$ cat src/rtl/cam_pipe.sv
// Pipelined CAM with valid/ready op and response channels: SEARCH, WRITE, INSERT, INVALIDATE.
// Optional ternary compare (per-entry stored mask) enabled by defining CAM_TERNARY_EN.
module cam_pipe #(
    parameter int unsigned CAM_WIDTH = 32,
    parameter int unsigned CAM_DEPTH = 16,
    localparam int unsigned IDX_W    = $clog2(CAM_DEPTH),
    localparam int unsigned CNT_W    = $clog2(CAM_DEPTH + 1)
) (
    input  logic                 clk,
    input  logic                 rst,
    input  logic                 op_vld,
    output logic                 op_rdy,
    input  logic [1:0]           op_code,
    input  logic [IDX_W-1:0]     op_idx,
    input  logic [CAM_WIDTH-1:0] op_data,
`ifdef CAM_TERNARY_EN
    input  logic [CAM_WIDTH-1:0] op_mask,
`endif
    output logic                 rsp_vld,
    input  logic                 rsp_rdy,
    output logic                 rsp_hit,
    output logic                 rsp_multi,
    output logic [IDX_W-1:0]     rsp_index,
    output logic [CNT_W-1:0]     used_cnt,
    output logic                 full
);

    localparam logic [1:0] OP_SEARCH = 2'b00;
    localparam logic [1:0] OP_WRITE  = 2'b01;
    localparam logic [1:0] OP_INSERT = 2'b10;
    localparam logic [1:0] OP_INVAL  = 2'b11;

    logic [CAM_WIDTH-1:0] r_data  [CAM_DEPTH];
    logic [CAM_WIDTH-1:0] w_emask [CAM_DEPTH];
    logic [CAM_DEPTH-1:0] r_valid;
    logic [CNT_W-1:0]     r_cnt;
    logic                 r_full;

    logic [CAM_DEPTH-1:0] w_match;
    logic [IDX_W-1:0]     w_free_idx;
    logic                 w_free_any;
    logic                 w_idx_ok;
    logic                 w_idx_vld;
    logic                 w_accept;
    logic                 w_set_en;
    logic [IDX_W-1:0]     w_set_idx;
    logic                 w_clr_en;
    logic                 w_cnt_inc;
    logic                 w_cnt_dec;
    logic [CNT_W-1:0]     w_cnt_nxt;
    logic                 w_op_hit;
    logic [IDX_W-1:0]     w_op_index;
    logic                 w_adv_s1;
    logic                 w_adv_s2;

    logic                 r_s1_vld;
    logic                 r_s1_srch;
    logic [CAM_DEPTH-1:0] r_s1_match;
    logic                 r_s1_hit;
    logic [IDX_W-1:0]     r_s1_idx;

    logic [IDX_W-1:0]     w_enc_idx;
    logic                 w_enc_hit;
    logic                 w_enc_multi;

    logic                 r_rsp_vld;
    logic                 r_rsp_hit;
    logic                 r_rsp_multi;
    logic [IDX_W-1:0]     r_rsp_index;

`ifdef CAM_TERNARY_EN
    logic [CAM_WIDTH-1:0] r_mask [CAM_DEPTH];

    // Stored don't-care mask, written alongside the key
    always_ff @(posedge clk) begin
        if (w_set_en) begin
            r_mask[w_set_idx] <= op_mask;
        end
    end

    always_comb begin
        for (int i = 0; i < int'(CAM_DEPTH); i++) begin
            w_emask[i] = r_mask[i];
        end
    end
`else
    always_comb begin
        for (int i = 0; i < int'(CAM_DEPTH); i++) begin
            w_emask[i] = '0;
        end
    end
`endif

    // Compare against the pre-edge array so a SEARCH sees only earlier ops
    always_comb begin
        for (int i = 0; i < int'(CAM_DEPTH); i++) begin
            w_match[i] = r_valid[i] && (((r_data[i] ^ op_data) & ~w_emask[i]) == '0);
        end
    end

    always_comb begin
        w_free_idx = '0;
        w_free_any = 1'b0;
        for (int i = int'(CAM_DEPTH) - 1; i >= 0; i--) begin
            if (!r_valid[i]) begin
                w_free_idx = IDX_W'(i);
                w_free_any = 1'b1;
            end
        end
    end

    assign w_adv_s2 = !r_rsp_vld || rsp_rdy;
    assign w_adv_s1 = !r_s1_vld || w_adv_s2;
    assign op_rdy   = w_adv_s1;
    assign w_accept = op_vld && w_adv_s1;

    assign w_idx_ok  = (32'(op_idx) < CAM_DEPTH);
    assign w_idx_vld = w_idx_ok && r_valid[op_idx];

    // Array side effects of the accepted op
    always_comb begin
        w_set_en   = 1'b0;
        w_set_idx  = op_idx;
        w_clr_en   = 1'b0;
        w_cnt_inc  = 1'b0;
        w_cnt_dec  = 1'b0;
        w_op_hit   = 1'b0;
        w_op_index = op_idx;
        case (op_code)
            OP_WRITE: begin
                w_op_hit  = w_idx_ok;
                w_set_en  = w_accept && w_idx_ok;
                w_cnt_inc = w_accept && w_idx_ok && !w_idx_vld;
            end
            OP_INSERT: begin
                w_op_hit   = w_free_any;
                w_op_index = w_free_any ? w_free_idx : '0;
                w_set_idx  = w_free_idx;
                w_set_en   = w_accept && w_free_any;
                w_cnt_inc  = w_accept && w_free_any;
            end
            OP_INVAL: begin
                w_op_hit  = w_idx_vld;
                w_clr_en  = w_accept && w_idx_ok;
                w_cnt_dec = w_accept && w_idx_vld;
            end
            default: begin
                w_op_hit = 1'b0;
            end
        endcase
        w_cnt_nxt = r_cnt + CNT_W'(w_cnt_inc) - CNT_W'(w_cnt_dec);
    end

    always_ff @(posedge clk) begin
        if (rst) begin
            r_valid <= '0;
            r_cnt   <= '0;
            r_full  <= 1'b0;
        end else begin
            if (w_set_en) begin
                r_valid[w_set_idx] <= 1'b1;
            end
            if (w_clr_en) begin
                r_valid[op_idx] <= 1'b0;
            end
            r_cnt  <= w_cnt_nxt;
            r_full <= (32'(w_cnt_nxt) == CAM_DEPTH);
        end
    end

    // Key storage needs no reset; validity is tracked separately
    always_ff @(posedge clk) begin
        if (w_set_en) begin
            r_data[w_set_idx] <= op_data;
        end
    end

    always_ff @(posedge clk) begin
        if (rst) begin
            r_s1_vld   <= 1'b0;
            r_s1_srch  <= 1'b0;
            r_s1_match <= '0;
            r_s1_hit   <= 1'b0;
            r_s1_idx   <= '0;
        end else if (w_adv_s1) begin
            r_s1_vld   <= w_accept;
            r_s1_srch  <= (op_code == OP_SEARCH);
            r_s1_match <= w_match;
            r_s1_hit   <= w_op_hit;
            r_s1_idx   <= w_op_index;
        end
    end

    // Lowest-index priority encode of the registered match vector
    always_comb begin
        w_enc_idx = '0;
        for (int i = int'(CAM_DEPTH) - 1; i >= 0; i--) begin
            if (r_s1_match[i]) begin
                w_enc_idx = IDX_W'(i);
            end
        end
    end

    assign w_enc_hit   = |r_s1_match;
    assign w_enc_multi = |(r_s1_match & (r_s1_match - CAM_DEPTH'(1)));

    always_ff @(posedge clk) begin
        if (rst) begin
            r_rsp_vld   <= 1'b0;
            r_rsp_hit   <= 1'b0;
            r_rsp_multi <= 1'b0;
            r_rsp_index <= '0;
        end else if (w_adv_s2) begin
            r_rsp_vld <= r_s1_vld;
            if (r_s1_vld) begin
                r_rsp_hit   <= r_s1_srch ? w_enc_hit : r_s1_hit;
                r_rsp_multi <= r_s1_srch ? w_enc_multi : 1'b0;
                r_rsp_index <= r_s1_srch ? w_enc_idx : r_s1_idx;
            end
        end
    end

    assign rsp_vld   = r_rsp_vld;
    assign rsp_hit   = r_rsp_hit;
    assign rsp_multi = r_rsp_multi;
    assign rsp_index = r_rsp_index;
    assign used_cnt  = r_cnt;
    assign full      = r_full;

endmodule

$ cat config.mk
export PLATFORM = sky130hd
export DESIGN_NAME = cam_pipe
export DESIGN_NICKNAME = d
export VERILOG_FILES = /design/src/rtl/cam_pipe.sv
export SDC_FILE = /design/constraint.sdc
export NUM_CORES = 1
export LEC_CHECK = 0
export CORE_ASPECT_RATIO = 1.25
export CORE_MARGIN = 5
export CORE_UTILIZATION = 62
export CTS_BUF_LIST = sky130_fd_sc_hd__clkbuf_16
export DETAILED_ROUTE_END_ITERATION = 7
export GPL_TIMING_DRIVEN = 0
export PLACE_DENSITY_LB_ADDON = 0.25
export SLEW_MARGIN = 5
export SYNTH_ARGS = -nofsm -noshare
export SYNTH_HDL_FRONTEND = slang
export SYNTH_SLANG_ARGS = --single-unit
export TNS_END_PERCENT = 30
$ cat constraint.sdc
create_clock -name clk -period 5.8 [get_ports clk]
set_input_delay 0.58 -clock clk [delete_from_list [all_inputs] [get_ports clk]]
set_output_delay 0.58 -clock clk [all_outputs]
set_load 0.01 [all_outputs]
==> results of run 1 <==
[worst min-delay path by stage]
stage                    from           to  slack (ns)  depth (start not counted)
finish                rsp_hit      rsp_hit        0.46                          2
global route          rsp_hit      rsp_hit        0.50                          2
CTS                 op_idx[3]  r_s1_idx[3]        0.47                          3
detailed placement    rsp_hit      rsp_hit        0.46                          2
global placement      rsp_hit      rsp_hit        0.44                          2
floorplan            r_s1_vld      rsp_vld        0.44                          2
[kinds of logic after synthesis]
group,Yosys count
AO/OA/AOI/OAI,115
XOR/XNOR,514
adder cells (fa/ha/maj),10
buffers and inverters,108
flip-flops,564
multiplexers,10
AND/OR/NAND/NOR,343
[power by group through the flow]
stage          Sequential (W)  Combinational, W  Clock (W)
6_report              0.00448          0.000600    0.00329
5_1_grt               0.00448          0.000626    0.00347
4_1_cts               0.00448          0.000594    0.00329
3_5_place_dp          0.00456          0.000588          0
3_3_place_gp          0.00456          0.000569          0
2_1_floorplan         0.00456          0.000299          0
[flip-flops by register name, summed over array words and instances, names as in the netlist]
register and cells:
used_cnt 5, r_s1_vld 1, full 1, r_s1_match 16, r_s1_idx 4, rsp_multi 1
rsp_hit 1, r_s1_srch 1, r_valid 16, r_data 512, r_s1_hit 1, rsp_vld 1
rsp_index 4
[stage by stage]
stage / power [W] / setup TNS (ns) / cells / utilization (%)
final: 0.008365 / 0 / 2332 / 70.85
after global routing: 0.008573 / 0 / 2331 / 70.85
after CTS: 0.008364 / 0 / 2331 / 70.85
after detailed placement: 0.005151 / 0 / 2233 / 66.65
after global placement: 0.005133 / -90.31 / 2213 / 65.42
after floorplan: 0.004862 / 0 / 1664 / -
[routing by layer]
| metal | track usage [%] | wire length [um] | vias up |
|---|---|---|---|
| met3 | 5.113 | 7628 | 255 |
| met4 | 20.90 | 5695 | 2 |
| li1 | - | - | 6352 |
| met1 | 40.68 | 24050 | 7346 |
| met2 | 55.49 | 34960 | 1039 |
| met5 | 0 | 7 | - |
[tightest hold or removal path: cells and delay by family (launching register included)]
family	cells	cell delay, ns
compound gates	1	0.05
simple gates	1	0.05
flops	1	0.31
[Yosys cell counts (3+ instances only)]
| library cell | number |
|---|---|
| clkbuf_1 | 33 |
| dfxtp_1 | 52 |
| mux4_2 | 4 |
| inv_1 | 21 |
| a211oi_1 | 6 |
| buf_2 | 44 |
| a21oi_1 | 30 |
| xnor2_1 | 199 |
| o21ai_1 | 21 |
| o2111ai_1 | 4 |
| a311oi_1 | 5 |
| and4_1 | 5 |
| a22o_1 | 10 |
| nor4_1 | 78 |
| nand2b_1 | 4 |
| o21ai_0 | 5 |
| nand4_1 | 60 |
| xor2_1 | 315 |
| edfxtp_1 | 512 |
| ha_1 | 9 |
| nor2b_1 | 9 |
| nor3_1 | 39 |
| clkbuf_8 | 3 |
| nor4b_1 | 3 |
| nand2_1 | 38 |
| mux2i_1 | 4 |
| nand3_1 | 50 |
| buf_6 | 3 |
| nor2_1 | 40 |
| o211ai_1 | 3 |
| a21o_1 | 7 |
[area by class of cell]
class | instances | area, um2 | area share, %
timing repair buffer | 71 | 888.4 | 3.213
inverter | 23 | 86.33 | 0.3123
antenna | 1 | 2.502 | 0.009051
sequential | 564 | 16420 | 59.38
multi-input combinational | 992 | 7564 | 27.36
clock inverter | 43 | 260.3 | 0.9413
clock buffer | 55 | 1376 | 4.978
tap | 498 | 623.1 | 2.254
buffer | 85 | 430.4 | 1.557
[placed cells by master (no fill, tap or decap), types with 5 or more instances in the layout]
master,netlist,layout
nor2b_1,9,9
buf_4,1,5
a211oi_1,6,6
nand3_1,50,50
buf_2,44,45
clkbuf_1,33,33
nor2_1,40,28
nor3_1,39,36
and4_1,5,5
o21ai_0,5,5
nand2_1,38,38
o21ai_1,21,21
buf_16,0,8
nand4_1,60,60
clkinv_2,0,9
xnor2_1,199,199
clkinv_1,1,11
a21o_1,7,7
clkdlybuf4s50_1,0,50
a311oi_1,5,5
inv_1,21,34
edfxtp_1,512,512
nor4_1,78,78
xor2_1,315,315
clkbuf_16,0,55
nor2_4,0,12
buf_6,3,5
a22o_1,10,10
dfxtp_1,52,52
a21oi_1,30,30
ha_1,9,9
==> summary.md, run 1 <==
| Metric | Value |
|---|---|
| Status | finished clean |
| Power Internal | 0.006453 W |
| Layout overhead on the synthesized area | 13.35% |
| Fill cell total of the finished layout | approximately 2500 |
| Reg-to-Reg Start | r_valid[13] |
| Setup violations, final | 0 |
| CTS Buf Count | between 50 and 60 |
| Crit path max-delay family | buffers and inverters |
| Layout cell share with drive strength beyond 1 | approximately a tenth |
| CP startpoint kind | primary input |
| CP cell instances | clkdlybuf4s50_1, clkbuf_1, buf_2, xor2_1, nor4_1, nand4_1, nor3_1, a21o_1 |
| RSZ-0062 raised after global routing | no |
| Worst Path Required | roughly 6.3 ns |
| Post-DP Area | 0.02601 mm2 |
| Vias per cell | about 6.4 |
| Initial Util | between 60% and 70% |
| R2R cell count | 14 |
| Synth Instances | 1664 |
| Synth area leaders | edfxtp_1 (63%), xor2_1 (11%), xnor2_1 (7.1%), dfxtp_1 (4.3%), nor4_1 (2.0%) |
| H-tree levels | 2 |
| Remaining global-route overflow | 0 |
| Area share of the largest cell type after synthesis | between 60% and 70% |
| Sw frac | a little under a quarter |
| Clock tree buffer depth | 3 |
| Critical Path Sink | r_s1_match[1] |
| All-layer global routing usage | between 30% and 40% |
| DRT iter0 DRCs | roughly 1700 |
| WL/cell | around 31 um |
| Synth Net Count | about 1700 |
| Max Freq | ~210 MHz |
| Mapped Area | about 0.024 mm2 |
| Worst EP arrival | 5.22 ns |
| Share of the yosys chip area belonging to registers | 67.30% |
| Pins over their slew limit | 0 |
| Simple-gate share of the synthesized area | 7.705% |
| Design area | 0.02765 mm2 |
| Ys async rst share | 0% |
| Setup ws final | about 1.1 ns |
| # IOs | 56 |
| # hold bufs at CTS | 0 |
| Post-synthesis cell type count | 70 |
| Clock Latency Late Sink | 0.59 ns |
| Die area | between 0.04 and 0.05 mm2 |
| Resized cells post-CTS | 0 |
| Clock sink total | between 500 and 600 |
| Count of buffer and inverter cells on the critical path | 3 |
| Synthesis-stage register bit count | around 560 |
| Die X | around 190 um |
| Number of global-route vias before repair | ~15000 |
| Fin Hold WS | roughly 0.46 ns |
| Number of synthesized flops with an enable pin | 512 |
| Final WL | roughly 72000 um |
| Cell accounting for the most synthesized area | edfxtp_1 |
| Max-Slew Margin vs Limit | roughly 4.7% |
| Synth Warn # | 0 |
| Largest net degree at the start of global routing | 33 |
| Crit path depth | 8 |
| Drt drc | 0 |
| Initial antenna violation count | 3 |
| Post-synthesis xor/xnor area fraction | a little under a fifth |
| # Post-CTS Setup Buffers | 0 |
| Avg Synthesized Cell Area | ~15 um2 |
| First-pass GRT wire length | ~100000 um |
| Slowest CP cell | clkdlybuf4s50_1 |
| CP max stage delay | about 1.2 ns |
| Detailed-route via count | around 15000 |
| Nature of the critical path endpoint | flop |
| Root buffer cell | clkbuf_16 |
| DP Worst Slack | 0.5805 ns |
| Port bufs | approximately 50 |
| Critical path class | in -> reg |
| Clk pin slew, worst setup/hold paths | ~0.060 ns |
| Comb pwr share | approximately 7.2% |
| Net Sw Power | 0.001912 W |
| Worst-path fanout max | 17 |
| Slew @ Worst Pin | between 1 and 1.5 ns |
| Max_cap viols | 0 |
| ANT nets after route | 0 |
| TritonCTS clock tree | built |
| DP Wirelength | 46150 um |
| Mux share of post-synthesis cell area | less than 1% |
| Drt pass-1 iters | 6 |
| P_leak | ~9.0 nW |
| R2R Setup Slk | around 2.1 ns |
| Main synth FF type | edfxtp_1 |
| Critical Path Start | op_data[2] |
| P per Cell Area | 302.6 mW/mm2 |
| Final RePlAce weighted congestion | around 0.89 |
| Worst VDD drop | just under 0.0003 V |
| Row cnt | between 80 and 90 |
| Final Skew | slightly below 0.02 ns |
| Final Hold Vio Count | 0 |
| Sequential share of power | 53.5% |
| Hold WC Path Type | reg -> reg |
| Adder-cell share of the synthesized area | less than 1% |
| Nets | roughly 1800 |
| Synth Area in Compound Gates | around 3.2% |
| Minimum clock period | between 4 and 5 ns |
| Period utilisation layout | 80.88% |
| RR Endpoint | full |
| Die height | 231.8 um |
| Clock share of power | a little under 40% |
| Core Box Area | between 0.03 and 0.04 mm2 |
| Largest family of logic cells by synthesized area | XOR/XNOR gates |
Note: power is estimated with default switching activity, not from simulation.
==> run 2: changes to the inputs <==
--- a/config.mk
+++ b/config.mk
@@ -7,7 +7,7 @@
 export LEC_CHECK = 0
 export CORE_ASPECT_RATIO = 1.25
 export CORE_MARGIN = 5
-export CORE_UTILIZATION = 62
+export CORE_UTILIZATION = 56
 export CTS_BUF_LIST = sky130_fd_sc_hd__clkbuf_16
 export DETAILED_ROUTE_END_ITERATION = 7
 export GPL_TIMING_DRIVEN = 0
==> constraint.sdc (replaced) <==
create_clock -name clk -period 3.9 [get_ports clk]
set_input_delay 0.39 -clock clk [delete_from_list [all_inputs] [get_ports clk]]
set_output_delay 0.39 -clock clk [all_outputs]
set_load 0.01 [all_outputs]
==> summary.md, run 2 (synthesis results as in run 1) <==
| Metric | Value |
|---|---|
| Worst VDD drop | 0.0003912 V (+34%) |
| R2R Setup Slk | 0.34 ns (-1.75 ns) |
| Root buffer cell | clkbuf_16 |
| H-tree levels | 2 (unchanged) |
| Initial Util | 56.63% (-5.9 points) |
| Final Skew | 0.03152 ns (+0.01225 ns) |
| Final RePlAce weighted congestion | 0.8828 (-1.2%) |
| Power Internal | 0.009451 W (+46%) |
| Core Box Area | 0.04307 mm2 (+10%) |
| Max reg flops | 512 (unchanged) |
| Detailed-route via count | 14870 (-0.81%) |
| Period utilisation layout | 102.3% |
| Die area | 0.04785 mm2 (+10%) |
| Biggest regs | r_data (512), r_s1_match (16), r_valid (16) |
| Crit path max-delay family | buffers and inverters |
| Reg area | 0.01642 mm2 (unchanged) |
| Layout cell share with drive strength beyond 1 | 9.503% (-0.32 points) |
| ANT nets after route | 0 (unchanged) |
| Post-DP Area | 0.02605 mm2 (+0.16%) |
| Resized cells post-CTS | 8 (+8) |
| Most common cell after layout, fill and taps aside | edfxtp_1 |
| WL/cell | 30.50 um (-1.7%) |
| Die X | 196.7 um (+4.9%) |
| Slew @ Worst Pin | 1.382 ns (-0.04227 ns) |
| Clock tree buffer depth | 3 (unchanged) |
| # IOs | 56 (unchanged) |
| Count of buffer and inverter cells on the critical path | 3 (unchanged) |
| Hold WC Path Type | in -> reg |
| Status | finished, violations left |
| P_leak | 9.011 nW (about the same) |
| Die height | 243.3 um (+5.0%) |
| Row cnt | 85 (+4.9%) |
| CTS Buf Count | 53 (unchanged) |
| Vias per cell | 6.207 (-3.5%) |
| Final WL | 73080 um (+1.0%) |
| CP startpoint kind | primary input |
| RSZ-0062 raised after global routing | no |
| R2R cell count | 14 (unchanged) |
| Layout overhead on the synthesized area | 13.30% (about the same) |
| Multi-input gate area | 0.007582 mm2 (+0.25%) |
| Crit path depth | 8 (unchanged) |
| Slowest CP cell | clkdlybuf4s50_1 |
| Worst Path Required | 4.47 ns (-1.85 ns) |
| Clock share of power | 38.8% (-0.5 points) |
| Fill cell total of the finished layout | 3122 (+24%) |
| TritonCTS clock tree | built |
| DP Wirelength | 46800 um (+1.4%) |
| Hold path cells | 3 (+1) |
| Largest net degree at the start of global routing | 33 (unchanged) |
| DP Cell Count | 2299 (+3.0%) |
| Max-Slew Margin vs Limit | 7.561% (+2.8 points) |
| Worst-path fanout max | 17 (unchanged) |
| Max_cap viols | 0 (unchanged) |
| Comb pwr share | 7.3% (about the same) |
| Sequential share of power | 53.9% (+0.4 points) |
| First-pass GRT wire length | 103000 um (+0.98%) |
| Clock Latency Late Sink | 0.63 ns (+0.04 ns) |
| All-layer global routing usage | 30.45% (-2.7 points) |
| DRT iter0 DRCs | 1566 (-10%) |
| # Post-CTS Setup Buffers | 0 (unchanged) |
| CP cell instances | clkdlybuf4s50_1, clkbuf_1, buf_2, xor2_1, nor4_1, nand3_1, nor3_1, a21o_1 |
| Inserted Diodes | 0 (-1) |
| Clock sink total | 564 (unchanged) |
| Most frequent cells in the layout | edfxtp_1 (512), xor2_1 (315), xnor2_1 (199) |
| Sw frac | 23.41% (+0.55 points) |
| Design area | 0.02763 mm2 (about the same) |
| Drt drc | 0 (unchanged) |
| Minimum clock period | 3.992 ns |
| Critical path class | in -> reg |
| Setup ws final | -0.09160 ns (-1.201 ns) |
| Remaining global-route overflow | 0 (unchanged) |
| Nature of the critical path endpoint | flop |
| Drt pass-1 iters | 7 (+1) |
| P per Cell Area | 446.5 mW/mm2 (+48%) |
| Setup violations, final | 1 (+1) |
| Max Freq | 250.5 MHz |
| Final Hold Vio Count | 0 (unchanged) |
| Non-Filler Instances | 2396 (+2.7%) |
| Initial antenna violation count | 0 (-3) |
| Worst EP arrival | 4.56 ns (-0.66 ns) |
| Number of global-route vias before repair | 14600 (-2.1%) |
| CP max stage delay | 1.38 ns (+0.16 ns) |
| Clk pin slew, worst setup/hold paths | 0.06 ns (about the same) |
| Net Sw Power | 0.002889 W (+51%) |
| Largest Register | r_data |
| Port bufs | 51 (unchanged) |
| Nets | 1841 (-0.054%) |
| Failing checks | setup timing |
| Pins over their slew limit | 0 (unchanged) |
| # hold bufs at CTS | 0 (unchanged) |
## run 2: path summary, 6_finish.rpt
kind                             startpoint             to
worst max register to register  r_valid[12]           full
worst min-delay path              op_idx[3]    r_s1_idx[3]
worst max-delay path            op_data[15]  r_s1_match[1]
worst min register to register      rsp_hit        rsp_hit
## run 2: power by group through the flow
| stage | Clock [W] | Sequential, W | Combinational [W] |
|---|---|---|---|
| detailed placement | 0 | 0.00679 | 0.000886 |
| CTS | 0.00481 | 0.00666 | 0.000890 |
| floorplan | 0 | 0.00679 | 0.000445 |
| global placement | 0 | 0.00679 | 0.000858 |
| finish | 0.00479 | 0.00666 | 0.000896 |
| global route | 0.00508 | 0.00666 | 0.000935 |
## run 2: stage by stage
| step | hold slack, ns | setup TNS [ns] | util (%) | setup slack (ns) | total power (W) |
|---|---|---|---|---|---|
| CTS | 0.2797 | 0 | 64.15 | 0.03046 | 0.01235 |
| floorplan | 0.4404 | -24.38 | - | -0.4205 | 0.007231 |
| global placement | 0.4405 | -804.48 | 59.47 | -2.952 | 0.007644 |
| finish | 0.2857 | -0.09160 | 64.16 | -0.09160 | 0.01234 |
| global route | 0.3080 | 0 | 64.16 | 0.01051 | 0.01267 |
| detailed placement | 0.4444 | -35.40 | 60.48 | -1.115 | 0.007672 |
## run 2: layer usage
metal,global-route usage (%),routed length [um],up-vias
met4,14.65,4001,0
met5,0,0,-
li1,-,-,6345
met3,4.518,6681,183
met1,39.32,26340,7431
met2,50.87,36050,913
## run 2: tightest hold or removal path: stages
cell	delay, ns
clkbuf_1	0.24
nand2_1	0.12
a311oi_1	0.08
## run 2: final cells by class
cell class,count,share of cell area (%)
clock inverter,44,0.9146
clock buffer,53,4.799
inverter,23,0.3124
buffer,85,1.558
timing repair buffer,70,3.015
sequential,564,59.40
tap,565,2.558
multi-input combinational,992,27.44
==> run 3: changes to the inputs <==
--- a/config.mk
+++ b/config.mk
@@ -9,6 +9,7 @@
 export CORE_MARGIN = 5
 export CORE_UTILIZATION = 56
 export CTS_BUF_LIST = sky130_fd_sc_hd__clkbuf_16
+export CTS_CLUSTER_SIZE = 20
 export DETAILED_ROUTE_END_ITERATION = 7
 export GPL_TIMING_DRIVEN = 0
 export PLACE_DENSITY_LB_ADDON = 0.25
==> results of run 3 <==
No change in the layout: final DEF, timing and power equal those of run 2.
